--- src/rtl/core_regfile_wb_if.sv ---
// Result/issue/query bundle between the execute stages and the register file write controller.
interface core_regfile_wb_if #(
    parameter int unsigned XLEN = 64
);
    // Port A: in-order pipeline results
    logic            a_valid;
    logic            a_ready;
    logic [4:0]      a_rd;
    logic [XLEN-1:0] a_wdata;

    // Port B: long-latency results
    logic            b_valid;
    logic            b_ready;
    logic [4:0]      b_rd;
    logic [XLEN-1:0] b_wdata;

    // Long-latency issue and hazard queries
    logic            iss_valid;
    logic            iss_ready;
    logic [4:0]      iss_rd;
    logic [4:0]      q_rs1_addr;
    logic [4:0]      q_rs2_addr;
    logic            q_rs1_busy;
    logic            q_rs2_busy;

    // Register file write port
    logic            rd_wen;
    logic [4:0]      rd_addr;
    logic [XLEN-1:0] rd_wdata;

    modport master (
        output a_valid, a_rd, a_wdata,
        output b_valid, b_rd, b_wdata,
        output iss_valid, iss_rd, q_rs1_addr, q_rs2_addr,
        input  a_ready, b_ready, iss_ready, q_rs1_busy, q_rs2_busy,
        input  rd_wen, rd_addr, rd_wdata
    );

    modport slave (
        input  a_valid, a_rd, a_wdata,
        input  b_valid, b_rd, b_wdata,
        input  iss_valid, iss_rd, q_rs1_addr, q_rs2_addr,
        output a_ready, b_ready, iss_ready, q_rs1_busy, q_rs2_busy,
        output rd_wen, rd_addr, rd_wdata
    );
endinterface

--- src/rtl/core_regfile_wb.sv ---
// Register file write-side controller: arbitrates pipeline (A) and buffered
// long-latency (B) results onto one write port and tracks outstanding
// long-latency destinations in a busy scoreboard.
module core_regfile_wb #(
    parameter int unsigned XLEN       = 64,
    parameter int unsigned B_DEPTH    = 2,
    parameter int unsigned STARVE_LIM = 4
) (
    input  logic              g_clk,
    input  logic              g_resetn,
    core_regfile_wb_if.slave  bus
);

    localparam int unsigned PTR_W = $clog2(B_DEPTH);
    localparam int unsigned CNT_W = 4;
    localparam int unsigned NREG  = 32;

    typedef struct packed {
        logic [4:0]      rd;
        logic [XLEN-1:0] wdata;
    } b_entry_t;

    b_entry_t           fifo_q [B_DEPTH];
    logic [PTR_W:0]     wr_ptr_q;
    logic [PTR_W:0]     wr_ptr_d;
    logic [PTR_W:0]     rd_ptr_q;
    logic [PTR_W:0]     rd_ptr_d;
    logic [CNT_W-1:0]   starve_cnt_q;
    logic [CNT_W-1:0]   starve_cnt_d;
    logic [NREG-1:0]    busy_q;
    logic [NREG-1:0]    busy_d;
    logic               rd_wen_q;
    logic               rd_wen_d;
    logic [4:0]         rd_addr_q;
    logic [4:0]         rd_addr_d;
    logic [XLEN-1:0]    rd_wdata_q;
    logic [XLEN-1:0]    rd_wdata_d;

    logic               fifo_empty;
    logic               fifo_full;
    logic               starve;
    logic               pop;
    logic               push;
    logic               a_fire;
    logic               iss_fire;
    b_entry_t           head;

    // FIFO status, arbitration and handshake readies
    always_comb begin
        fifo_empty = (wr_ptr_q == rd_ptr_q);
        fifo_full  = (wr_ptr_q[PTR_W] != rd_ptr_q[PTR_W]) &&
                     (wr_ptr_q[PTR_W-1:0] == rd_ptr_q[PTR_W-1:0]);
        head       = fifo_q[rd_ptr_q[PTR_W-1:0]];
        starve     = (starve_cnt_q >= CNT_W'(STARVE_LIM)) && !fifo_empty;
        // A has priority unless B has been starved long enough
        pop        = !fifo_empty && (starve || !bus.a_valid);
        push       = bus.b_valid && !fifo_full;
        a_fire     = bus.a_valid && !starve;
        bus.iss_ready = (bus.iss_rd == 5'd0) || !busy_q[bus.iss_rd] ||
                        (pop && (head.rd == bus.iss_rd));
        iss_fire   = bus.iss_valid && bus.iss_ready;
    end

    assign bus.a_ready    = !starve;
    assign bus.b_ready    = !fifo_full;
    assign bus.q_rs1_busy = busy_q[bus.q_rs1_addr];
    assign bus.q_rs2_busy = busy_q[bus.q_rs2_addr];
    assign bus.rd_wen     = rd_wen_q;
    assign bus.rd_addr    = rd_addr_q;
    assign bus.rd_wdata   = rd_wdata_q;

    // Next-state: pointers, starve counter, write port, scoreboard
    always_comb begin
        wr_ptr_d     = wr_ptr_q;
        rd_ptr_d     = rd_ptr_q;
        starve_cnt_d = starve_cnt_q;
        rd_wen_d     = 1'b0;
        rd_addr_d    = rd_addr_q;
        rd_wdata_d   = rd_wdata_q;
        busy_d       = busy_q;

        if (push) begin
            wr_ptr_d = wr_ptr_q + (PTR_W+1)'(1);
        end
        if (pop) begin
            rd_ptr_d = rd_ptr_q + (PTR_W+1)'(1);
        end

        // Counts cycles a waiting B head is passed over; saturates
        if (fifo_empty || pop) begin
            starve_cnt_d = '0;
        end else if (starve_cnt_q != {CNT_W{1'b1}}) begin
            starve_cnt_d = starve_cnt_q + CNT_W'(1);
        end

        if (pop) begin
            rd_addr_d  = head.rd;
            rd_wdata_d = head.wdata;
            rd_wen_d   = (head.rd != 5'd0);
        end else if (a_fire) begin
            rd_addr_d  = bus.a_rd;
            rd_wdata_d = bus.a_wdata;
            rd_wen_d   = (bus.a_rd != 5'd0);
        end

        // Clear first so a same-cycle issue to that register keeps it busy
        if (pop) begin
            busy_d[head.rd] = 1'b0;
        end
        if (iss_fire && (bus.iss_rd != 5'd0)) begin
            busy_d[bus.iss_rd] = 1'b1;
        end
        busy_d[0] = 1'b0;
    end

    // FIFO storage; contents are only meaningful between the pointers
    always_ff @(posedge g_clk) begin
        if (push) begin
            fifo_q[wr_ptr_q[PTR_W-1:0]] <= '{rd: bus.b_rd, wdata: bus.b_wdata};
        end
    end

    // State registers
    always_ff @(posedge g_clk or negedge g_resetn) begin
        if (!g_resetn) begin
            wr_ptr_q     <= '0;
            rd_ptr_q     <= '0;
            starve_cnt_q <= '0;
            busy_q       <= '0;
            rd_wen_q     <= 1'b0;
            rd_addr_q    <= '0;
            rd_wdata_q   <= '0;
        end else begin
            wr_ptr_q     <= wr_ptr_d;
            rd_ptr_q     <= rd_ptr_d;
            starve_cnt_q <= starve_cnt_d;
            busy_q       <= busy_d;
            rd_wen_q     <= rd_wen_d;
            rd_addr_q    <= rd_addr_d;
            rd_wdata_q   <= rd_wdata_d;
        end
    end

endmodule

--- src/flat_wrapper.sv ---
// flat-port wrapper written by rule: the top's interface ports become plain ports
module core_regfile_wb_flat 
#(
    parameter int unsigned XLEN       = 64,
    parameter int unsigned B_DEPTH    = 2,
    parameter int unsigned STARVE_LIM = 4
)
  (g_clk, g_resetn, bus_a_valid, bus_a_rd, bus_a_wdata, bus_b_valid, bus_b_rd, bus_b_wdata, bus_iss_valid, bus_iss_rd, bus_q_rs1_addr, bus_q_rs2_addr, bus_a_ready, bus_b_ready, bus_iss_ready, bus_q_rs1_busy, bus_q_rs2_busy, bus_rd_wen, bus_rd_addr, bus_rd_wdata);
  core_regfile_wb_if #(.XLEN(XLEN)) bus_i ();
  input  logic g_clk;
  input  logic g_resetn;
  input wire logic [$bits(bus_i.a_valid)-1:0] bus_a_valid;
  input wire logic [$bits(bus_i.a_rd)-1:0] bus_a_rd;
  input wire logic [$bits(bus_i.a_wdata)-1:0] bus_a_wdata;
  input wire logic [$bits(bus_i.b_valid)-1:0] bus_b_valid;
  input wire logic [$bits(bus_i.b_rd)-1:0] bus_b_rd;
  input wire logic [$bits(bus_i.b_wdata)-1:0] bus_b_wdata;
  input wire logic [$bits(bus_i.iss_valid)-1:0] bus_iss_valid;
  input wire logic [$bits(bus_i.iss_rd)-1:0] bus_iss_rd;
  input wire logic [$bits(bus_i.q_rs1_addr)-1:0] bus_q_rs1_addr;
  input wire logic [$bits(bus_i.q_rs2_addr)-1:0] bus_q_rs2_addr;
  output wire logic [$bits(bus_i.a_ready)-1:0] bus_a_ready;
  output wire logic [$bits(bus_i.b_ready)-1:0] bus_b_ready;
  output wire logic [$bits(bus_i.iss_ready)-1:0] bus_iss_ready;
  output wire logic [$bits(bus_i.q_rs1_busy)-1:0] bus_q_rs1_busy;
  output wire logic [$bits(bus_i.q_rs2_busy)-1:0] bus_q_rs2_busy;
  output wire logic [$bits(bus_i.rd_wen)-1:0] bus_rd_wen;
  output wire logic [$bits(bus_i.rd_addr)-1:0] bus_rd_addr;
  output wire logic [$bits(bus_i.rd_wdata)-1:0] bus_rd_wdata;
  assign bus_i.a_valid = bus_a_valid;
  assign bus_i.a_rd = bus_a_rd;
  assign bus_i.a_wdata = bus_a_wdata;
  assign bus_i.b_valid = bus_b_valid;
  assign bus_i.b_rd = bus_b_rd;
  assign bus_i.b_wdata = bus_b_wdata;
  assign bus_i.iss_valid = bus_iss_valid;
  assign bus_i.iss_rd = bus_iss_rd;
  assign bus_i.q_rs1_addr = bus_q_rs1_addr;
  assign bus_i.q_rs2_addr = bus_q_rs2_addr;
  assign bus_a_ready = bus_i.a_ready;
  assign bus_b_ready = bus_i.b_ready;
  assign bus_iss_ready = bus_i.iss_ready;
  assign bus_q_rs1_busy = bus_i.q_rs1_busy;
  assign bus_q_rs2_busy = bus_i.q_rs2_busy;
  assign bus_rd_wen = bus_i.rd_wen;
  assign bus_rd_addr = bus_i.rd_addr;
  assign bus_rd_wdata = bus_i.rd_wdata;
  core_regfile_wb #(.XLEN(XLEN), .B_DEPTH(B_DEPTH), .STARVE_LIM(STARVE_LIM)) u_core (.g_clk(g_clk), .g_resetn(g_resetn), .bus(bus_i));
endmodule
--- config.mk ---
export PLATFORM = sky130hd
export DESIGN_NAME = core_regfile_wb_flat
export DESIGN_NICKNAME = d
export VERILOG_FILES = /design/src/rtl/core_regfile_wb_if.sv /design/src/rtl/core_regfile_wb.sv /design/src/flat_wrapper.sv
export SDC_FILE = /design/constraint.sdc
export NUM_CORES = 1
export LEC_CHECK = 0
export BUFFER_PORTS_ARGS = -buffer_cell sky130_fd_sc_hd__buf_2
export CORE_MARGIN = 2
export CORE_UTILIZATION = 59
export CTS_CLUSTER_DIAMETER = 40
export DETAILED_ROUTE_END_ITERATION = 8
export GPL_ROUTABILITY_DRIVEN = 0
export PLACE_DENSITY = 0.95
export SLEW_MARGIN = 20
export SYNTH_ARGS = -nofsm -noshare
export SYNTH_HDL_FRONTEND = slang
export SYNTH_SLANG_ARGS = --single-unit
--- constraint.sdc ---
create_clock -name g_clk -period 11.8 [get_ports g_clk]
set_input_delay 2.36 -clock g_clk [delete_from_list [all_inputs] [get_ports g_clk]]
set_output_delay 2.36 -clock g_clk [all_outputs]
set_load 0.02 [all_outputs]
==> results of run 1 <==
cells in the final DEF, fill, tap and decap left out, drive strengths merged, types with 2 or more instances in the layout:
cell	instances
nand3b	7
or4	2
dfrtp	109
and3	3
xnor2	8
or3b	3
mux2	8
nor3	9
inv	10
o21ai	153
nor2	24
mux2i	82
a32oi	17
mux4	19
xor2	3
bufinv	2
clkinv	7
o22ai	2
edfxtp	138
a21oi	3
a221oi	2
clkinvlp	4
nand3	6
buf	237
o32ai	5
clkbuf	32
or3	2
o31ai	31
nand2b	7
nand2	176
diode	8
per-layer routing:
metal | GRT usage | up-vias | share of wire
li1 | - | 3748 | -
met3 | 0.0931 | 191 | 0.12
met4 | 0.186 | 6 | 0.067
met2 | 0.572 | 736 | 0.49
met1 | 0.383 | 4319 | 0.32
met5 | 0 | - | 0.0012
kinds of logic after synthesis:
family	count (synthesis)	synth area share
flops	247	0.624
simple gates	247	0.0991
compound gates	219	0.119
mux	109	0.123
buf+inv	60	0.0254
xor+xnor	11	0.00874
fa+ha+maj	1	0.00114
other cells	1	0.000340
cell type report:
type                       instances  area [um^2]  share of cell area
clock inverter                    21          231              0.0174
multi-input combinational        588         3900               0.293
tap                              229          287              0.0216
sequential                       247         6880               0.517
timing repair buffer             237         1200              0.0904
antenna                            8         20.0             0.00151
clock buffer                      32          768              0.0578
inverter                           2         7.51            0.000565
worst max-delay path by stage:
stage	start	end	slack (ns)
finish	bus_a_valid	bus_iss_ready	4.84
global route	bus_a_valid	bus_iss_ready	4.71
CTS	bus_a_valid	bus_iss_ready	4.91
detailed placement	bus_a_valid	bus_iss_ready	4.95
global placement	bus_a_valid	bus_iss_ready	5.02
floorplan	bus_q_rs1_addr[0]	bus_q_rs1_busy	5.35
flip-flops by register name, indices dropped and copies added, names as in the netlist:
signal / flops
u_core.fifo_q: 138
u_core.bus.rd_wdata: 64
u_core.busy_q: 31
u_core.bus.rd_addr: 5
u_core.starve_cnt_q: 4
u_core.rd_ptr_q: 2
u_core.wr_ptr_q: 2
u_core.bus.rd_wen: 1
worst max-delay path, delay by kind of cell:
family	cells	cell delay, ns
AOI/OAI and AO/OA	1	0.74
and+or+nand+nor	4	1.19
buffers and inverters	2	0.31
power by group through the flow:
stage | clock [mW] | combinational (mW) | sequential (mW)
floorplan | 0 | 0.910 | 1.59
global placement | 0 | 1.40 | 1.49
detailed placement | 0 | 1.49 | 1.51
CTS | 0.917 | 1.55 | 1.52
global route | 0.950 | 1.69 | 1.55
finish | 0.913 | 1.57 | 1.53
per-stage QoR:
| stage | cells | power, mW | instance area, um^2 | utilization | hold slack [ns] |
|---|---|---|---|---|---|
| after floorplan | 895 | 2.50 | 11000 | - | 0.407 |
| after global placement | 1303 | 2.89 | 12300 | 0.676 | 0.420 |
| after detailed placement | 1303 | 3.00 | 12300 | 0.676 | 0.431 |
| after CTS | 1356 | 3.98 | 13300 | 0.731 | 0.439 |
| after global routing | 1363 | 4.19 | 13300 | 0.732 | 0.458 |
| final | 1364 | 4.02 | 13300 | 0.732 | 0.437 |
==> flow_metrics.py, run 1 <==
metrics = {
    "run_status": {
        "status": "completed",
    },
    "drt": {
        "wire_per_inst_um": 24.4,
        "via_per_inst": 6.60,
        "totalWireLength_um": 33300,
        "first_pass_iters": 6,
        "num_vias": 9000,
        "antenna_left": 0,
        "drc": 0,
        "drtIter0Drc": 1170,
    },
    "pwr": {
        "power.density_nw_per_um2": 302,
        "leakagePower_nw": 5.38,
        "power.internal_mw": 2.33,
        "clockPowerShare": 0.227,
        "peakVddDrop_mv": 0.242,
        "switching_share": 0.422,
        "pwr-share-comb": 0.392,
        "p_seq_frac": 0.381,
        "power.switching_mw": 1.69,
    },
    "sta": {
        "rsz0062_at_grt": "false",
        "drv_slew": 0,
        "setup_viol": 0,
        "tightest_slew_ns": 1.09,
        "finClkSkew_ns": 0.0147,
        "fmax_mhz": 144,
        "fin_crit_ns": 6.96,
        "hold_viol_final": 0,
        "relSlewSlack": 0.276,
        "layout_setup_ws_ns": 4.84,
        "final.period_utilization": 0.590,
        "timing.setup.tns_ns": 0,
    },
    "min_path": {
        "hp-start": "u_core.starve_cnt_q[0]",
        "hp-class": "flop to flop",
        "holdPathStages": 1,
        "min_to": "u_core.starve_cnt_q[0]",
    },
    "synth": {
        "syn_inst": 895,
        "yosysMostFrequentCell": "nand2_1",
        "synth_top_area_share": 0.376,
        "yosysTopAreaCell": "edfxtp_1",
        "synth_async_sr_flop_share": 0.441,
        "synth_area_leaders": "edfxtp_1 (38%), dfrtp_1 (25%), mux2i_1 (7.4%), o21ai_0 (6.9%), nand2_1 (6.0%)",
        "synthTopCellsByCount": "nand2_1 (176), o21ai_0 (153), edfxtp_1 (138), dfrtp_1 (109), mux2i_1 (81)",
        "synthFlopType": "edfxtp_1",
        "syn_nets": 1054,
        "yosysWarnings": 0,
        "yosysSeqAreaShare": 0.624,
        "netlist_area_um2": 11000,
        "syn_area_per_cell_um2": 12.3,
        "ys_ff_latch": 247,
        "yosysUniqueCellTypes": 52,
        "synth_edf_count": 138,
    },
    "worst_setup_path": {
        "crit_chain": "buf_2 -> nor3b_1 -> a21oi_4 -> and4_1 -> nand2_1 -> nand2_1 -> buf_2",
        "slowest_delay_ns": 0.76,
        "r2r-end": "u_core.busy_q[1]",
        "worstSetupPathType": "input port to output port",
        "cp.arrival_ns": 4.60,
        "start_kind": "input port",
        "cp-end-kind": "output port",
        "rr_worst_depth": 6,
        "slowest_stage": "and4_1",
        "timing.rr.start": "u_core.rd_ptr_q[0]",
        "rrSetupSlack_ns": 7.96,
        "worstPathRequired_ns": 9.44,
        "critPathMaxFanout": 36,
    },
    "floorplanning": {
        "core_um2": 18100,
        "io_pins": 233,
        "die_w_um": 141,
        "die-area_um2": 19800,
        "num_rows": 49,
        "dieHeight_um": 141,
        "start_util": 0.607,
    },
    "global_routing": {
        "antenna_found_initial": 12,
        "grt_use_total": 0.335,
        "grt_pass1_wl_um": 51000,
        "grt_overflow": 0,
        "grt_pass1_vias": 9212,
        "grt_max_degree": 106,
    },
    "clock_network": {
        "insertion_delay_ns": 0.52,
        "cts_tree": "done",
        "hold_buffers": 0,
        "cts_sinks": 247,
        "cts_max_level": 1,
        "cts_buffers": 29,
        "path_clk_slew_ns": 0.06,
        "cts_resized": 0,
        "post_cts_buffers": 0,
        "cts_root_buffer": "clkbuf_16",
        "clock_path_buffers": 3,
    },
    "finish": {
        "drive_gt1_frac": 0.291,
        "area.growth.synth_to_final_pct": 20.6,
        "nFillCells": 1004,
        "fin_nets": 1264,
    },
    "run": {
        "maxCapViolCount": 0,
    },
    "placed_design": {
        "port_buffers": 232,
        "dp_hpwl_um": 20100,
        "pre_cts_ws_ns": 4.95,
    },
}
(Power assumes the default switching activity.)
==> run 2: changes to the inputs <==
ABC_AREA = 1   (was default)
CORE_UTILIZATION = 55   (was 59)
PLACE_DENSITY = 0.9   (was 0.95)
clock period = 6.5 ns   (was 11.8 ns; I/O delays follow)
==> run 2 against run 1 <==
Sequential share of layout area decreased by 0.92 points. Utilization decreased by 6.2 points. First-iteration DRC count decreased by 31%.
==> flow_metrics.py, run 2 <==
metrics = {
    "run_status": {
        "status": "completed",
    },
    "sta": {
        "fmax_mhz": 222,
        "timing.setup.tns_ns": 0,
        "relSlewSlack": 0.309,
        "rsz0062_at_grt": "false",
        "setup_viol": 0,
        "tightest_slew_ns": 1.04,
        "fin_crit_ns": 4.51,
        "layout_setup_ws_ns": 1.99,
        "final.period_utilization": 0.694,
        "holdWs_ns": 0.436,
        "finClkSkew_ns": 0.0217,
        "hold_viol_final": 0,
        "drv_slew": 0,
    },
    "worst_setup_path": {
        "worstPathRequired_ns": 5.20,
        "critPathMaxFanout": 50,
        "critPathLaunch": "u_core.rd_ptr_q[0]",
        "timing.rr.start": "u_core.rd_ptr_q[0]",
        "slowest_stage": "dfrtp_2",
        "slowest_delay_ns": 0.71,
        "cp-end-kind": "output port",
        "worstSetupPathType": "flop to output port",
        "crit_top_cell": "nand2_1",
        "cp.arrival_ns": 3.21,
        "cp_top_family": "simple AND/OR/NAND/NOR gates",
        "start_kind": "flop",
        "worst-path-buf-inv": 2,
        "crit_chain": "buf_4 -> nand2_1 -> nand2_1 -> nand2_1 -> nand2_1 -> nand2_1 -> nor2_1 -> nand3_2 -> nand2_4 -> buf_2",
    },
    "drt": {
        "first_pass_iters": 5,
        "drtIter0Drc": 813,
        "via_per_inst": 5.72,
        "totalWireLength_um": 29800,
        "num_vias": 9530,
        "wire_per_inst_um": 17.9,
        "drc": 0,
        "antenna_left": 0,
    },
    "synth": {
        "ys_ff_latch": 247,
        "yosysTopAreaCell": "edfxtp_1",
        "synth-simple-area-share": 0.190,
        "syn_nets": 1315,
        "synth_top_area_share": 0.367,
        "yosysUniqueCellTypes": 34,
        "synth_area_leaders": "edfxtp_1 (37%), dfrtp_1 (24%), nand2_1 (8.9%), nor2_1 (6.7%), o21ai_0 (4.3%)",
        "synthMuxAreaShare": 0,
        "synthFlopType": "edfxtp_1",
        "synth_top_family_by_area": "simple AND/OR/NAND/NOR gates",
        "synth_async_sr_flop_share": 0.441,
        "yosysMostFrequentCell": "nand2_1",
        "synth_fa_ha_area_frac": 0.00111,
        "syn_area_per_cell_um2": 9.77,
        "syn_inst": 1156,
        "yosysWarnings": 0,
        "synth_compound_area_frac": 0.146,
        "yosys.area_share.xor_xnor": 0.00698,
        "synth_edf_count": 138,
        "yosysSeqAreaShare": 0.608,
        "netlist_area_um2": 11300,
        "synthTopCellsByCount": "nand2_1 (268), nor2_1 (203), edfxtp_1 (138), dfrtp_1 (109), o21ai_0 (96)",
    },
    "finish": {
        "fin_nets": 1525,
        "final_cell_area_um2": 13500,
        "stdcell_count": 1666,
        "mostFrequentLayoutCells": "nand2_1 (268), buf_2 (231), nor2_1 (201)",
        "final_common_cell": "nand2_1",
        "drive_gt1_frac": 0.259,
        "largest_reg_flops": 138,
        "area.growth.synth_to_final_pct": 19.8,
        "fin_util": 0.671,
    },
    "pwr": {
        "power.total_mw": 7.33,
        "p_seq_frac": 0.373,
        "leakagePower_nw": 5.78,
        "switching_share": 0.422,
        "power.internal_mw": 4.24,
        "clockPowerShare": 0.225,
        "peakVddDrop_mv": 0.363,
        "pwr-share-comb": 0.402,
        "power.switching_mw": 3.09,
        "power.density_nw_per_um2": 542,
    },
    "clock_network": {
        "cts_max_level": 1,
        "cts_resized": 0,
        "clock_path_buffers": 3,
        "cts_buffers": 30,
        "post_cts_buffers": 0,
        "insertion_delay_ns": 0.55,
        "cts_sinks": 247,
        "path_clk_slew_ns": 0.06,
        "hold_buffers": 0,
        "cts_root_buffer": "clkbuf_16",
        "cts_tree": "done",
    },
    "floorplanning": {
        "dieHeight_um": 147,
        "die-area_um2": 21700,
        "die_w_um": 147,
        "num_rows": 52,
        "core_um2": 20200,
        "io_pins": 233,
        "start_util": 0.560,
    },
    "global_routing": {
        "grt_max_degree": 83,
        "grt_use_total": 0.273,
        "grt-busiest-layer": "met2",
        "grt_pass1_wl_um": 47000,
        "met1_usage": 0.339,
        "use_met3": 0.0602,
        "grt_util_met2": 0.457,
        "grt_pass1_vias": 9388,
        "grt_overflow": 0,
        "antenna_found_initial": 9,
    },
    "placed_design": {
        "place_inst": 1604,
        "dpl_cell_area_um2": 12500,
        "dp_hpwl_um": 20100,
        "pre_cts_ws_ns": 2.32,
        "port_buffers": 232,
    },
    "min_path": {
        "hp-start": "u_core.starve_cnt_q[0]",
        "hp-class": "flop to flop",
    },
    "run": {
        "maxCapViolCount": 0,
    },
}
## run 2: power groups by stage
stage	Clock [mW]	Combinational [mW]	Sequential (mW)
detailed placement	0	2.94	2.73
CTS	1.66	2.95	2.71
global placement	0	2.80	2.71
floorplan	0	1.97	2.91
global route	1.74	3.23	2.78
finish	1.65	2.94	2.73
## run 2: logic make-up (layout without fill, tap and decap cells)
group,count (synthesis),in the layout
flops,247,247
fa+ha+maj,1,1
xor+xnor,6,6
simple gates,540,540
compound gates,256,256
buf+inv,105,338
other cells,1,8
## run 2: area by class of cell
type | instances | area [um^2]
flip-flops and latches | 247 | 6870
fillers | 1450 | 6640
multi-input cells | 804 | 3910
repair buffers | 239 | 1220
clock buffers | 35 | 769
well taps | 270 | 338
clock inverters | 20 | 234
inverters | 44 | 170
diodes | 7 | 17.5
## run 2: final timing paths
kind                            slack, ns                       to  cells past startpoint
min in group asynchronous            0.80  u_core.bus.rd_wdata[24]                      1
worst max register to register       3.27  u_core.bus.rd_wdata[55]                      5
max in group asynchronous            4.42       u_core.rd_ptr_q[0]                      2
worst min-delay path                 0.44   u_core.starve_cnt_q[0]                      1
worst min register to register       0.44   u_core.starve_cnt_q[0]                      1
worst max-delay path                 1.99            bus_iss_ready                     10
## run 2: layer usage
metal  part of all wire  vias up  wire length [um]
li1                   -     4365                 -
met1               0.36     4468             10800
met2               0.49      563             14500
met3              0.099      130              2950
met4              0.049        4              1460
met5            0.00071        -                21
==> run 3: changes to the inputs <==
ABC_AREA = 0   (was 1)
CORE_UTILIZATION = 50   (was 55)
PLACE_DENSITY = 0.87   (was 0.9)
clock period = 3.7 ns   (was 6.5 ns; I/O delays follow)
==> run 3 against run 2 <==
Critical path depth is 3 lower. First-iteration DRC count is 22% lower. Largest cell class unchanged. Critical endpoint unchanged. Combinational power is 65% higher. Largest power group unchanged.
==> flow_metrics.py, run 3 (same netlist as run 1, synthesis figures left out) <==
metrics = {
    "sta": {
        "finClkSkew_ns": 0.0243,
        "relSlewSlack": 0.267,
        "setup_viol": 0,
        "holdWs_ns": 0.192,
        "timing.setup.tns_ns": 0,
        "tightest_slew_ns": 1.07,
        "hold_viol_final": 0,
        "drv_slew": 0,
        "layout_setup_ws_ns": 0.387,
        "fmax_mhz": 302,
        "fin_crit_ns": 3.31,
        "final.period_utilization": 0.895,
        "rsz0062_at_grt": "false",
    },
    "finish": {
        "final_common_cell": "buf_2",
        "area.growth.synth_to_final_pct": 21.9,
        "stdcell_count": 1418,
        "final_cell_area_um2": 13400,
        "drive_gt1_frac": 0.293,
        "largest_reg_flops": 138,
        "fin_util": 0.617,
        "mostFrequentLayoutCells": "buf_2 (231), nand2_1 (176), o21ai_0 (153)",
        "fin_nets": 1272,
    },
    "global_routing": {
        "antenna_found_initial": 5,
        "grt_pass1_vias": 8516,
        "grt_pass1_wl_um": 45300,
        "grt_use_total": 0.244,
        "grt_overflow": 0,
        "grt_max_degree": 140,
    },
    "clock_network": {
        "hold_buffers": 0,
        "path_clk_slew_ns": 0.06,
        "cts_resized": 0,
        "cts_max_level": 1,
        "cts_buffers": 29,
        "clock_path_buffers": 3,
        "cts_root_buffer": "clkbuf_16",
        "cts_tree": "done",
        "insertion_delay_ns": 0.54,
        "cts_sinks": 247,
        "post_cts_buffers": 0,
    },
    "worst_setup_path": {
        "critPathMaxFanout": 20,
        "worst-path-buf-inv": 2,
        "cp_top_family": "multiplexers",
        "crit_chain": "buf_2 -> mux4_1 -> nand2_1 -> a32o_1 -> nand4_4 -> nand2_1 -> buf_2",
        "path_depth": 7,
        "slowest_stage": "mux4_1",
        "cp.arrival_ns": 2.57,
        "start_kind": "input port",
        "rr_worst_depth": 6,
        "worstPathRequired_ns": 2.96,
        "worstSetupPathType": "input port to output port",
        "slowest_delay_ns": 0.61,
        "cp-end-kind": "output port",
    },
    "drt": {
        "wire_per_inst_um": 20.5,
        "num_vias": 8254,
        "drtIter0Drc": 634,
        "totalWireLength_um": 29100,
        "first_pass_iters": 5,
        "via_per_inst": 5.82,
        "antenna_left": 0,
        "drc": 0,
    },
    "pwr": {
        "pwr-share-comb": 0.386,
        "leakagePower_nw": 5.43,
        "p_seq_frac": 0.383,
        "power.total_mw": 12.6,
        "power.switching_mw": 5.00,
        "power.internal_mw": 7.55,
        "power.density_nw_per_um2": 934,
        "switching_share": 0.398,
        "clockPowerShare": 0.231,
        "peakVddDrop_mv": 0.845,
    },
    "floorplanning": {
        "io_pins": 233,
        "die-area_um2": 23200,
        "die_w_um": 152,
        "dieHeight_um": 152,
        "core_um2": 21800,
        "start_util": 0.507,
        "num_rows": 54,
    },
    "placed_design": {
        "place_inst": 1362,
        "dp_hpwl_um": 19400,
        "port_buffers": 232,
        "pre_cts_ws_ns": 0.378,
        "dpl_cell_area_um2": 12400,
    },
    "run_status": {
        "status": "completed",
    },
    "min_path": {
        "hp-class": "input port to async pin",
    },
    "run": {
        "maxCapViolCount": 0,
    },
}
[run 3: per-layer routing]
metal  vias up  part of all wire  global-route usage
met5         -           0.00089                   0
met4         4             0.031              0.0794
met3        84              0.10              0.0660
met2       449              0.51               0.438
met1      3958              0.35               0.286
li1       3759                 -                   -
[run 3: final timing paths]
check                                       start                       to  slack (ns)
setup reg to reg               u_core.rd_ptr_q[0]        u_core.busy_q[12]        0.96
hold / removal                           g_resetn         u_core.busy_q[4]        0.19
min in group g_clk                bus_b_wdata[20]     u_core.fifo_q[1][20]        0.38
max in group asynchronous                g_resetn  u_core.bus.rd_wdata[62]        2.54
hold reg to reg            u_core.starve_cnt_q[0]   u_core.starve_cnt_q[0]        0.43
setup / recovery                    bus_iss_rd[0]            bus_iss_ready        0.39
[run 3: power by group through the flow]
| stage | Clock (mW) | Sequential, mW | Combinational [mW] |
|---|---|---|---|
| after global placement | 0 | 4.74 | 4.63 |
| after global routing | 3.05 | 4.89 | 5.32 |
| after CTS | 2.93 | 4.78 | 4.86 |
| final | 2.90 | 4.81 | 4.85 |
| after detailed placement | 0 | 4.80 | 4.82 |
| after floorplan | 0 | 5.06 | 2.90 |
[run 3: final cells by class]
cell class	count	area, um^2
clock inverters	18	205
fillers	1632	8320
inverters	2	7.51
multi-input cells	588	3900
well taps	280	350
flip-flops and latches	247	6880
clock buffers	36	792
diodes	2	5.00
repair buffers	245	1300
[run 3: worst reg2reg max path: cells and delay by family, from the launching register on]
family | cells | cell delay, ns
AND/OR/NAND/NOR | 1 | 0.25
buffers and inverters | 1 | 0.22
XOR/XNOR | 1 | 0.63
AO/OA/AOI/OAI | 3 | 0.81
flip-flops | 1 | 0.67
